## src/rtl/lock_pkg.sv

```systemverilog
// Shared types and width helpers for the serial code lock.
// Contents:
//   state_t   - lock FSM state encoding
//   cnt_width - bits needed to hold a count of 0..n, never less than 1
//   DEF_*     - default parameter values and the widths derived from them
package lock_pkg;

    typedef enum logic [2:0] {
        IDLE     = 3'd0,
        COLLECT  = 3'd1,
        UNLOCKED = 3'd2,
        FAIL     = 3'd3,
        LOCKOUT  = 3'd4
    } state_t;

    function automatic int cnt_width(input int n);
        return (n < 1) ? 1 : $clog2(n + 1);
    endfunction

    function automatic int max2(input int a, input int b);
        return (a > b) ? a : b;
    endfunction

    localparam int DEF_CODE_LEN       = 4;
    localparam int DEF_MAX_FAILS      = 3;
    localparam int DEF_LOCKOUT_CYCLES = 16;
    localparam int DEF_TIMEOUT_CYCLES = 8;

    localparam int DEF_BIT_CNT_W  = cnt_width(DEF_CODE_LEN);
    localparam int DEF_FAIL_CNT_W = $clog2(DEF_MAX_FAILS + 1);
    localparam int DEF_TIMER_W    = cnt_width(max2(DEF_LOCKOUT_CYCLES, DEF_TIMEOUT_CYCLES));

endpackage

```

## src/rtl/lock_timer.sv

```systemverilog
// Shared up-counter used for both the inter-bit timeout and the lockout
// duration. The two uses never overlap, so one counter serves both.
// Ports:
//   clk, rstn - clock, asynchronous active-low reset
//   clr       - synchronous clear to 0 (wins over inc)
//   inc       - count up by one
//   tc        - terminal count to compare against
//   at_tc     - high while the count equals tc
module lock_timer #(
    parameter int W = 4
) (
    input  logic         clk,
    input  logic         rstn,
    input  logic         clr,
    input  logic         inc,
    input  logic [W-1:0] tc,
    output logic         at_tc
);

    logic [W-1:0] cnt_q, cnt_d;

    always_comb begin
        cnt_d = cnt_q;
        if (clr)
            cnt_d = '0;
        else if (inc)
            cnt_d = cnt_q + 1'b1;
    end

    always_ff @(posedge clk or negedge rstn) begin
        if (!rstn)
            cnt_q <= '0;
        else
            cnt_q <= cnt_d;
    end

    assign at_tc = (cnt_q == tc);

endmodule

```

## src/rtl/serial_code_lock.sv

```systemverilog
// Serial unlock checker. Collects a full CODE_LEN-bit code (MSB first) before
// giving any verdict, compares it against code_i, counts consecutive failures,
// enforces a timed lockout after MAX_FAILS failures and aborts stalled entries.
// Ports:
//   clk, rstn    - clock, asynchronous active-low reset
//   ser_val      - one serial bit accepted per cycle when high
//   ser_data     - serial bit value
//   code_i       - expected code, sampled on the final-bit edge
//   output_val   - verdict valid (UNLOCKED, FAIL, LOCKOUT)
//   output_data  - 1 = unlocked
//   locked_out   - high while in lockout
//   fail_cnt     - consecutive-failure count
module serial_code_lock
    import lock_pkg::*;
#(
    parameter int CODE_LEN       = DEF_CODE_LEN,
    parameter int MAX_FAILS      = DEF_MAX_FAILS,
    parameter int LOCKOUT_CYCLES = DEF_LOCKOUT_CYCLES,
    parameter int TIMEOUT_CYCLES = DEF_TIMEOUT_CYCLES
) (
    input  logic                           clk,
    input  logic                           rstn,
    input  logic                           ser_val,
    input  logic                           ser_data,
    input  logic [CODE_LEN-1:0]            code_i,
    output logic                           output_val,
    output logic                           output_data,
    output logic                           locked_out,
    output logic [$clog2(MAX_FAILS+1)-1:0] fail_cnt
);

    localparam int  BW = cnt_width(CODE_LEN);
    localparam int  FW = $clog2(MAX_FAILS + 1);
    localparam int  TW = cnt_width(max2(LOCKOUT_CYCLES, TIMEOUT_CYCLES));
    localparam int  SW = CODE_LEN - 1;  // the final bit comes straight from ser_data
    localparam bit  TIMEOUT_EN = (TIMEOUT_CYCLES > 0);

    localparam logic [BW-1:0] LAST_BIT   = BW'(CODE_LEN - 1);
    localparam logic [FW-1:0] FAIL_MAX   = FW'(MAX_FAILS);
    localparam logic [FW-1:0] FAIL_LAST  = FW'(MAX_FAILS - 1);
    localparam logic [TW-1:0] TC_LOCKOUT = TW'(LOCKOUT_CYCLES - 1);
    localparam logic [TW-1:0] TC_TIMEOUT = TIMEOUT_EN ? TW'(TIMEOUT_CYCLES - 1) : '0;

    state_t         state_q, state_d;
    logic [SW-1:0]  shreg_q, shreg_d;
    logic [BW-1:0]  bit_cnt_q, bit_cnt_d;
    logic [FW-1:0]  fail_cnt_q, fail_cnt_d;
    logic           attempt_fail;

    logic           tmr_clr, tmr_inc, tmr_at_tc;
    logic [TW-1:0]  tmr_tc;

    // Timer terminal count is TC-1 so the transition fires on the TC-th cycle.
    assign tmr_tc = (state_q == LOCKOUT) ? TC_LOCKOUT : TC_TIMEOUT;

    // Clear on every state change, outside the two timed states, and on each
    // accepted bit (an arriving bit always beats an expiring timeout).
    assign tmr_clr = (state_d != state_q)
                  || ((state_q != COLLECT) && (state_q != LOCKOUT))
                  || ((state_q == COLLECT) && ser_val);
    assign tmr_inc = (state_q == LOCKOUT)
                  || ((state_q == COLLECT) && !ser_val && TIMEOUT_EN);

    lock_timer #(.W(TW)) u_timer (
        .clk   (clk),
        .rstn  (rstn),
        .clr   (tmr_clr),
        .inc   (tmr_inc),
        .tc    (tmr_tc),
        .at_tc (tmr_at_tc)
    );

    always_comb begin
        state_d      = state_q;
        shreg_d      = shreg_q;
        bit_cnt_d    = bit_cnt_q;
        fail_cnt_d   = fail_cnt_q;
        attempt_fail = 1'b0;

        case (state_q)
            IDLE: begin
                if (ser_val) begin
                    shreg_d    = '0;
                    shreg_d[0] = ser_data;
                    bit_cnt_d  = BW'(1);
                    state_d    = COLLECT;
                end
            end
            COLLECT: begin
                if (ser_val) begin
                    shreg_d    = shreg_q << 1;
                    shreg_d[0] = ser_data;
                    bit_cnt_d  = bit_cnt_q + 1'b1;
                    if (bit_cnt_q == LAST_BIT) begin
                        bit_cnt_d = '0;
                        if ({shreg_q, ser_data} == code_i) begin
                            fail_cnt_d = '0;
                            state_d    = UNLOCKED;
                        end else begin
                            attempt_fail = 1'b1;
                        end
                    end
                end else if (TIMEOUT_EN && tmr_at_tc) begin
                    attempt_fail = 1'b1;
                end
            end
            UNLOCKED, FAIL: begin
                if (ser_val) state_d = IDLE;
            end
            LOCKOUT: begin
                if (tmr_at_tc) begin
                    fail_cnt_d = '0;
                    state_d    = IDLE;
                end
            end
            default: state_d = IDLE;
        endcase

        // Mismatch and timeout share one failure path; the count saturates
        // at MAX_FAILS because reaching it always enters lockout.
        if (attempt_fail) begin
            bit_cnt_d = '0;
            if (fail_cnt_q >= FAIL_LAST) begin
                fail_cnt_d = FAIL_MAX;
                state_d    = LOCKOUT;
            end else begin
                fail_cnt_d = fail_cnt_q + 1'b1;
                state_d    = FAIL;
            end
        end
    end

    always_ff @(posedge clk or negedge rstn) begin
        if (!rstn) begin
            state_q    <= IDLE;
            shreg_q    <= '0;
            bit_cnt_q  <= '0;
            fail_cnt_q <= '0;
        end else begin
            state_q    <= state_d;
            shreg_q    <= shreg_d;
            bit_cnt_q  <= bit_cnt_d;
            fail_cnt_q <= fail_cnt_d;
        end
    end

    // Moore outputs decoded from the registered state.
    always_comb begin
        output_val  = 1'b0;
        output_data = 1'b0;
        locked_out  = 1'b0;
        case (state_q)
            UNLOCKED: begin
                output_val  = 1'b1;
                output_data = 1'b1;
            end
            FAIL:    output_val = 1'b1;
            LOCKOUT: begin
                output_val = 1'b1;
                locked_out = 1'b1;
            end
            default: ;
        endcase
    end

    assign fail_cnt = fail_cnt_q;

endmodule

```

## config.mk

```make
export PLATFORM = sky130hd
export DESIGN_NAME = serial_code_lock
export DESIGN_NICKNAME = d
export VERILOG_FILES = /design/src/rtl/lock_pkg.sv /design/src/rtl/lock_timer.sv /design/src/rtl/serial_code_lock.sv
export SDC_FILE = /design/constraint.sdc
export NUM_CORES = 1
export LEC_CHECK = 0
export BUFFER_PORTS_ARGS = -buffer_cell sky130_fd_sc_hd__buf_2
export CORE_MARGIN = 2
export CORE_UTILIZATION = 50
export DETAILED_ROUTE_END_ITERATION = 7
export PLACE_DENSITY_LB_ADDON = 0.05
export REMOVE_ABC_BUFFERS = 1
export SLEW_MARGIN = 20
export SYNTH_ARGS = -nofsm -noshare
export SYNTH_HDL_FRONTEND = slang
export SYNTH_HIERARCHICAL = 1
export SYNTH_SLANG_ARGS = --single-unit
```

## constraint.sdc

```tcl
create_clock -name clk -period 2.33 [get_ports clk]
set_input_delay 0.3495 -clock clk [delete_from_list [all_inputs] [get_ports clk]]
set_output_delay 0.3495 -clock clk [all_outputs]
set_load 0.05 [all_outputs]
```

* Word-level counts from Yosys, hierarchy flattened
Cells that the tools add are included.
Widths: inputs -> output; s select.
** Word-level totals
- Bits of input ports :: 8
- Flip-flop bits (word level) :: 16
- Word-level logic and storage cells :: 78
- Output and inout bits :: 5
** Operators by class
- Magnitude comparators :: 1
- Muxes and demuxes :: 35
- Add/subtract/negate cells :: 3
- Reduce and logical (&&, ||, !) cells :: 17
- Eq/ne operators :: 17
** Operators with widths (count)
- $mux 3 :: 14
- $mux 2 :: 6
- $ne 3x3->1 const B :: 4
- $pmux 3 s2 :: 2
- $pmux 3 s4 :: 1
- $mux 5 :: 2
- $eq 3x2->1 const B :: 3
- $mux 1 :: 8
- $ne 3x2->1 const B :: 2
- $reduce_and 3->1 :: 2
- $reduce_bool 3->1 :: 2
- $add 5x1->5 const B :: 1
- $eq 5x4->1 :: 1
- $reduce_and 5->1 :: 1
- $eq 4x4->1 :: 1
- $mux 4 :: 1
- $ne 2x2->1 const B :: 2
- $pmux 2 s2 :: 1
- $reduce_bool 2->1 :: 2
- $add 3x1->3 const B :: 1
- $eq 3x1->1 const B :: 1
- $eq 3x3->1 const B :: 1
- $logic_and 1x1->1 :: 3
- $logic_not 3->1 :: 1
- other kinds (8) :: 10

* Logic depth before layout (Yosys ltp)
Gate-level depths: netlist of run 1.
- Depth after elaboration :: 11
- Gate-level depth with buffers :: 11

* By module
The synthesis of run 1 kept the hierarchy.
** By module, submodules not included
- serial_code_lock :: cells each 75, instances 1, sequential area each 275.3 µm², area each 689.4 µm²
- lock_timer :: cells each 26, instances 1, sequential area each 125.1 µm², area each 271.5 µm²

* Least setup slack after synthesis of run 1
Ideal clock, no wire load.
- Kind :: reg2reg
- From :: register state_q[2]
- To :: register fail_cnt_q[0] (netlist: fail_cnt[0])
- Data required time :: 2.209 ns
- Cell stages (with the launch flop) :: 11
- Slack :: -0.195 ns
- Arrival time :: 2.404 ns
- Cells stage by stage :: dfrtp_1 -> clkbuf_1 -> nand3_1 -> inv_1 -> xnor2_1 -> nand3_1 -> nor3_1 -> nand2b_1 -> a211oi_1 -> o21ai_0 -> a22o_2
** Between the ends
- Cells in the longest elaborated chain, start to end :: 8
- Elaborated cells between the ends (all ways) :: 15
- Classes of those cells :: 7 x eq/ne; 6 x mux; 2 x reduce/logical
** Ends and longest elaborated chain
- from (decl) :: RTL line serial_code_lock.sv:44 : state_t state_q, state_d;
- from (signal assigned) :: RTL line serial_code_lock.sv:140 : state_q <= state_d;
- $eq 3x3->1 * :: RTL line serial_code_lock.sv:54 : assign tmr_tc = (state_q == LOCKOUT) ? TC_LOCKOUT : TC_TIMEOUT;
- $mux 4 * :: RTL line serial_code_lock.sv:54
- $eq 5x4->1 * :: RTL line lock_timer.sv:37 : assign at_tc = (cnt_q == tc);
- via tmr_at_tc :: RTL line serial_code_lock.sv:50 : logic tmr_clr, tmr_inc, tmr_at_tc;
- $mux 1 :: RTL line serial_code_lock.sv:103 : end else if (TIMEOUT_EN && tmr_at_tc) begin
- $mux 1 :: RTL line serial_code_lock.sv:90 : if (ser_val) begin
- $mux 1 :: RTL line serial_code_lock.sv:80 : case (state_q)
- $ne 3x2->1 (no line) (tied with other cells)
- $reduce_and 5->1 (no line)
- to (signal assigned) :: RTL line serial_code_lock.sv:143 : fail_cnt_q <= fail_cnt_d;
- to (decl) :: RTL line serial_code_lock.sv:47 : logic [FW-1:0] fail_cnt_q, fail_cnt_d;
Mark *: on every way through the listed nets, which the timed path passes. The rest lies on a longest branch.
A chain may end at the register's enable or synchronous reset.

* Worst setup path after layout of run 1
- From :: register state_q[1]
- To :: register fail_cnt_q[0] (netlist: fail_cnt[0])
Same word-level chain as after synthesis.

==> out/results.txt, run 1 <==
Run status = finished, final reports clean
DR WL/cell = 12.54 um
Final Setup Violations = 0
Grt peak-use layer = met2
Antenna diodes = 0
Pwr Density = 1056 mW/mm2
Max-Cap Viols = 0
RSZ-0062 raised after global routing = no
Clk Latency, worst-skew pair = 290 ps
Worst Path Required = 2510 ps
Cells along the critical path = inv_2, nand3_1, inv_1, xnor2_1, nand3_1, nor3_2, nand2b_1, a211oi_1, o21ai_0, a22o_2
DRC viols = 0
Initial DRC Count = 9
RePlAce Congestion = 0.8342
CORE AREA = 0.001764 mm2
Main combinational cell family by area after synthesis = simple AND/OR/NAND/NOR gates
Met2 GRT Util = 0.3147
Slowest CP cell = dfrtp_1
Worst Skew = 3.255 ps
XOR/XNOR share of the synthesized area = 0.1185
Fraction of layout cells with a size suffix above 1 = 0.2250
Post-synthesis mux area share = 0.03385
Critical Path AT = 2200 ps
Most frequent cells in the layout = dfrtp_1, buf_2, nor2_1
Setup CP Type = reg2reg
Port Buf Inserts = 12
Tcrit/Tclk final = 0.8670
Asr flop ratio synth = 1.000
Post-synth EDFFs = 0
FP Rows = 15
Die width = 47.84 um
Flops & latches, synth = 16
Drt first pass iters = 3
Hold Path Class = in2reg
Leak Pwr = 0.5028 nW
Fillers = 176
Num Clock Sinks = 16
CP most frequent cell = nand3_1
Vias in the first global route = 693
Simple-gate share of the synthesized area = 0.1953
Met3 Use GR = 0.02264
Die Footprint = 0.002289 mm2
GRT Resource Usage Total = 0.1949
CP endpoint kind = flip-flop
Area growth syn-to-layout = 15.23%
Unique masters post-synth = 34
Post-synth top flop = dfrtp_1
Maximum fanout along the worst path = 8
Initial antenna violation count = 0
Post-Syn Area per Cell = 9.514 um2
Commonest non-fill, non-tap cell in the layout = dfrtp_1
Met1 usage = 0.2430
Post-DR vias/cell = 5.262
Complex-gate fraction of the synthesized area = 0.1654
Post-DRT Antenna Nets = 0
Non-Filler Instances = 145
Max rail drop VDD = 659.9 uV
Height of the die = 47.84 um
Final #Nets = 132
CTS tree = built
I/O pin count = 13
Vias = 763
Root Driver = clkbuf_4
Worst hold slack = 318.0 ps
Critical path startpoint category = flip-flop
Final Instance Area = 0.001107 mm2
Critical Path Max Stage Delay = 470 ps
CP delay by family, top = simple AND/OR/NAND/NOR gates
H-tree level count = 1
Fin. Hold Viols = 0
Post-Syn Area = 960.9 um2
Post-Synth Adder-Cell Area = 0.02604
Clock Pin Slew Worst Setup and Hold Paths = 90 ps
Slew Limit Fails = 0
Fmax = 495.0 MHz
Placed Cells = 141
Minimum clock period = 2020 ps
Starting Density = 0.5447
Final HPWL DP = 1357 um
GRT overflow = 0
Detailed-route wire length = 1818 um
Worst path bufs/invs = 2
CTS max path bufs = 2
Seq/Total Area, Yosys = 0.4167
TritonCTS Buffers = 3
Largest net degree at the start of global routing = 17
Synth warn = 6
Global-route wire length before repair = 2980 um
Post-DP Area = 0.001070 mm2
Post-Syn Instances = 101
## report_power, final
group	switching, mW	internal, mW	leakage (nW)
Clock	0.0847	0.0601	0.0138
Sequential	0.0823	0.360	0.206
Combinational	0.343	0.238	0.283
Total	0.510	0.659	0.503
## registers in the layout, indices dropped and copies added (netlist names)
signal	count
shreg_q	3
fail_cnt	2
bit_cnt_q	3
state_q	3
u_timer/cnt_q	5
## final timing paths
kind,cells past startpoint,slack (ps),start,endpoint
max,10,310,state_q[1],fail_cnt[0]
max in group asynchronous,2,1570,rstn,shreg_q[2]
max reg2reg,10,310,state_q[1],fail_cnt[0]
min reg2reg,2,530,shreg_q[2],shreg_q[2]
min in group asynchronous,2,500,rstn,state_q[2]
min,2,320,ser_data,shreg_q[0]
## cell usage after synthesis (all sizes together), types with 2 or more instances
master,instances,area (um2)
nand2b,4,25.02
mux2,2,22.52
ha,2,25.02
nand4,3,18.77
o2bb2ai,2,36.29
xor2,5,43.79
nand2,8,30.03
nor2,12,52.55
inv,3,11.26
xnor2,8,70.07
conb,2,7.510
nor3,3,15.01
clkbuf,2,8.750
a211oi,3,22.52
o21ai,7,35.03
a21oi,3,15.01
dfrtp,16,400.4
nand3,3,15.01
## metal layers
| metal | vias up | wire length (um) |
|---|---|---|
| met4 | 0 | 53 |
| met5 | - | 0 |
| met2 | 9 | 876 |
| met1 | 365 | 854 |
| li1 | 385 | - |
| met3 | 4 | 34 |
## logic make-up after synthesis
kind of cell	Yosys count
xor gates and xnor gates	13
buffers and inverters	7
AOI/OAI and AO/OA	21
other	2
DFF	16
and+or+nand+nor	37
muxes	3
adders and majority gates	2
## final cells by class
class,instances,area [um2],area share
clock buffers,3,22.52,0.02034
inverters,4,15.01,0.01356
multi-input cells,80,538.0,0.4859
flip-flops and latches,16,400.4,0.3616
well taps,25,31.28,0.02825
repair buffers,17,100.1,0.09040
## what timing repair did
action,4_1_cts,5_1_grt
buffers inserted,0,0
setup endpoints to repair,0,1
endpoints found under the hold margin,16,0
hold buffers,1,0
gates resized for setup,0,2
## through the flow
| step | setup TNS [ps] | setup WS, ps | utilization | total power, mW |
|---|---|---|---|---|
| finish | 0 | 309.9 | 0.6277 | 1.169 |
| floorplan | -132.3 | -132.3 | - | 0.8833 |
| detailed placement | 0 | 218.0 | 0.6064 | 1.025 |
| global placement | 0 | 312.7 | 0.6064 | 1.016 |
| CTS | 0 | 199.5 | 0.6248 | 1.179 |
| global route | 0 | 67.84 | 0.6277 | 1.267 |
Power figures use the tool's default switching activity.
==> run 2: changes to the inputs <==
Clock period 2.33 ns to 1.75 ns, I/O delays scaled along.
==> out/results.txt, run 2 (synthesis gave the netlist of run 1 again) <==
Run status = complete, but fails checks (was finished, final reports clean)
Failing checks = setup timing
CTS tree = built (unchanged)
Vias in the first global route = 760 (was 693)
Min-delay src = ser_data (unchanged)
H-tree level count = 1 (unchanged)
Largest register FFs = 5 (unchanged)
DRC viols = 0 (unchanged)
RePlAce Congestion = 0.8094 (was 0.8342)
Post-DR vias/cell = 5.310 (was 5.262)
RSZ-0062 raised after global routing = yes (was no)
Port Buf Inserts = 12 (unchanged)
DR WL/cell = 13.28 um (was 12.54 um)
Worst Skew = 2.479 ps (was 3.255 ps)
R2R Path End = fail_cnt[0] (unchanged)
Most frequent cells in the layout = dfrtp_1, buf_4, buf_2 (was dfrtp_1, buf_2, nor2_1)
Final HPWL DP = 1488 um (was 1357 um)
Clk Latency, worst-skew pair = 280 ps (was 290 ps)
Detailed-route wire length = 2059 um (was 1818 um)
Pwr Density = 1404 mW/mm2 (was 1056 mW/mm2)
Worst r2r path cells = 10 (unchanged)
Post-DRT Antenna Nets = 0 (unchanged)
Initial DRC Count = 4 (was 9)
Fraction of layout cells with a size suffix above 1 = 0.3923 (was 0.2250)
TritonCTS Buffers = 3 (unchanged)
Commonest non-fill, non-tap cell in the layout = dfrtp_1 (unchanged)
GRT Resource Usage Total = 0.2022 (was 0.1949)
Max-Cap Viols = 0 (unchanged)
Slowest CP cell = dfrtp_1 (unchanged)
Global-route wire length before repair = 3208 um (was 2980 um)
Hold Path Class = in2reg (unchanged)
Final #Nets = 141 (was 132)
Most flops, register = u_timer/cnt_q (unchanged)
Critical Path Max Stage Delay = 400 ps (was 470 ps)
FF/Latch Area = 400.4 um2 (unchanged)
Area growth syn-to-layout = 31.51% (was 15.23%)
Die Footprint = 0.002289 mm2 (unchanged)
Root Driver = clkbuf_4 (unchanged)
Cells along the critical path = clkinv_2, nand3_2, inv_2, xnor2_2, nand3_2, nor3_2, nand2b_1, buf_4, o2bb2ai_4, a22o_2 (was inv_2, nand3_1, inv_1, xnor2_1, nand3_1, nor3_2, nand2b_1, a211oi_1, o21ai_0, a22o_2)
Maximum fanout along the worst path = 8 (unchanged)
Min setup slack post-route = -50.81 ps (was 309.9 ps)
Setup CP Type = reg2reg (unchanged)
Height of the die = 47.84 um (unchanged)
Critical path startpoint category = flip-flop (unchanged)
Die width = 47.84 um (unchanged)
Tot Pwr = 1.774 mW (was 1.169 mW)
CORE AREA = 0.001764 mm2 (unchanged)
Num Clock Sinks = 16 (unchanged)
Antenna diodes = 0 (unchanged)
Largest net degree at the start of global routing = 17 (unchanged)
Critical Path AT = 2040 ps (was 2200 ps)
Fmax = 555.3 MHz (was 495.0 MHz)
Leak Pwr = 0.5636 nW (was 0.5028 nW)
Post-layout util = 0.7163 (was 0.6277)
I/O pin count = 13 (unchanged)
CP endpoint kind = flip-flop (unchanged)
GRT overflow = 0 (unchanged)
Reg-to-reg slack, setup = -50 ps (was 310 ps)
CTS max path bufs = 2 (unchanged)
Multi-input gate area = 609.3 um2 (was 538.0 um2)
CP most frequent cell = nand3_2 (was nand3_1)
Hold endpoint = shreg_q[0] (unchanged)
Fin. Hold Viols = 0 (unchanged)
Slew Limit Fails = 0 (unchanged)
Reg2Reg Launch Point = state_q[0] (was state_q[1])
Clock Pin Slew Worst Setup and Hold Paths = 100 ps (was 90 ps)
Max rail drop VDD = 814.6 uV (was 659.9 uV)
FP Rows = 15 (unchanged)
Initial antenna violation count = 0 (unchanged)
Hold depth = 2 (unchanged)
Tcrit/Tclk final = 1.029 (was 0.8670)
Minimum clock period = 1801 ps (was 2020 ps)
Worst Path Required = 1980 ps (was 2510 ps)
Fillers = 154 (was 176)
Vias = 823 (was 763)
Final Setup Violations = 8 (was 0)
Drt first pass iters = 5 (was 3)
Starting Density = 0.5447 (unchanged)
==> run 2: cell type report <==
| cell class | instances | share of cell area |
|---|---|---|
| inverters | 4 | 0.01287 |
| repair buffers | 26 | 0.1347 |
| well taps | 25 | 0.02475 |
| flip-flops and latches | 16 | 0.3168 |
| clock buffers | 4 | 0.02871 |
| multi-input cells | 80 | 0.4822 |
==> run 2: what timing repair did <==
item                                   CTS  global route
endpoints found under the hold margin   16             0
setup endpoints to repair                8            12
buffers inserted                         1             4
resized for setup                        6            15
hold buffers                             1             0
gates cloned                             0             0
pin swaps                                4            13
==> run 2: worst max-delay path by stage <==
| stage | to | depth (start not counted) | slack, ps | start |
|---|---|---|---|---|
| 6_report | fail_cnt[0] | 10 | -50 | state_q[0] |
| 5_1_grt | fail_cnt[0] | 10 | -170 | state_q[0] |
| 4_1_cts | fail_cnt[0] | 10 | 6 | state_q[0] |
| 3_5_place_dp | fail_cnt[0] | 10 | -140 | state_q[0] |
| 3_3_place_gp | fail_cnt[0] | 10 | -70 | state_q[0] |
| 2_1_floorplan | fail_cnt[0] | 10 | -710 | state_q[0] |
==> run 2: critical path, delay by kind of cell (launching register included) <==
| kind | cells | cell delay [ps] |
|---|---|---|
| xor+xnor | 1 | 110 |
| buf+inv | 3 | 310 |
| simple gates | 4 | 490 |
| flops | 1 | 400 |
| compound gates | 2 | 440 |
==> run 2: stage by stage <==
step	cell area (um2)	instances	hold slack, ps	TNS, ps	worst slack [ps]
detailed placement	1107	146	199.0	-433.0	-144.4
global route	1264	155	228.7	-1224	-170.2
CTS	1177	152	226.9	0	5.634
global placement	1107	146	197.7	-183.6	-71.68
finish	1264	155	233.3	-240.5	-50.81
floorplan	948.4	100	-33.09	-6236	-712.3
==> run 2: per-layer routing <==
layer,wire [um],up-vias,track usage
met5,0,-,0
met4,35,0,0.1135
met3,66,4,0.03774
met2,1030,20,0.3307
met1,927,397,0.2488
li1,-,402,-
==> run 2: power by group <==
part	leakage, nW	internal [mW]	switching, mW
registers	0.206	0.480	0.102
logic	0.337	0.410	0.535
clock network	0.0210	0.127	0.121
total	0.564	1.02	0.757
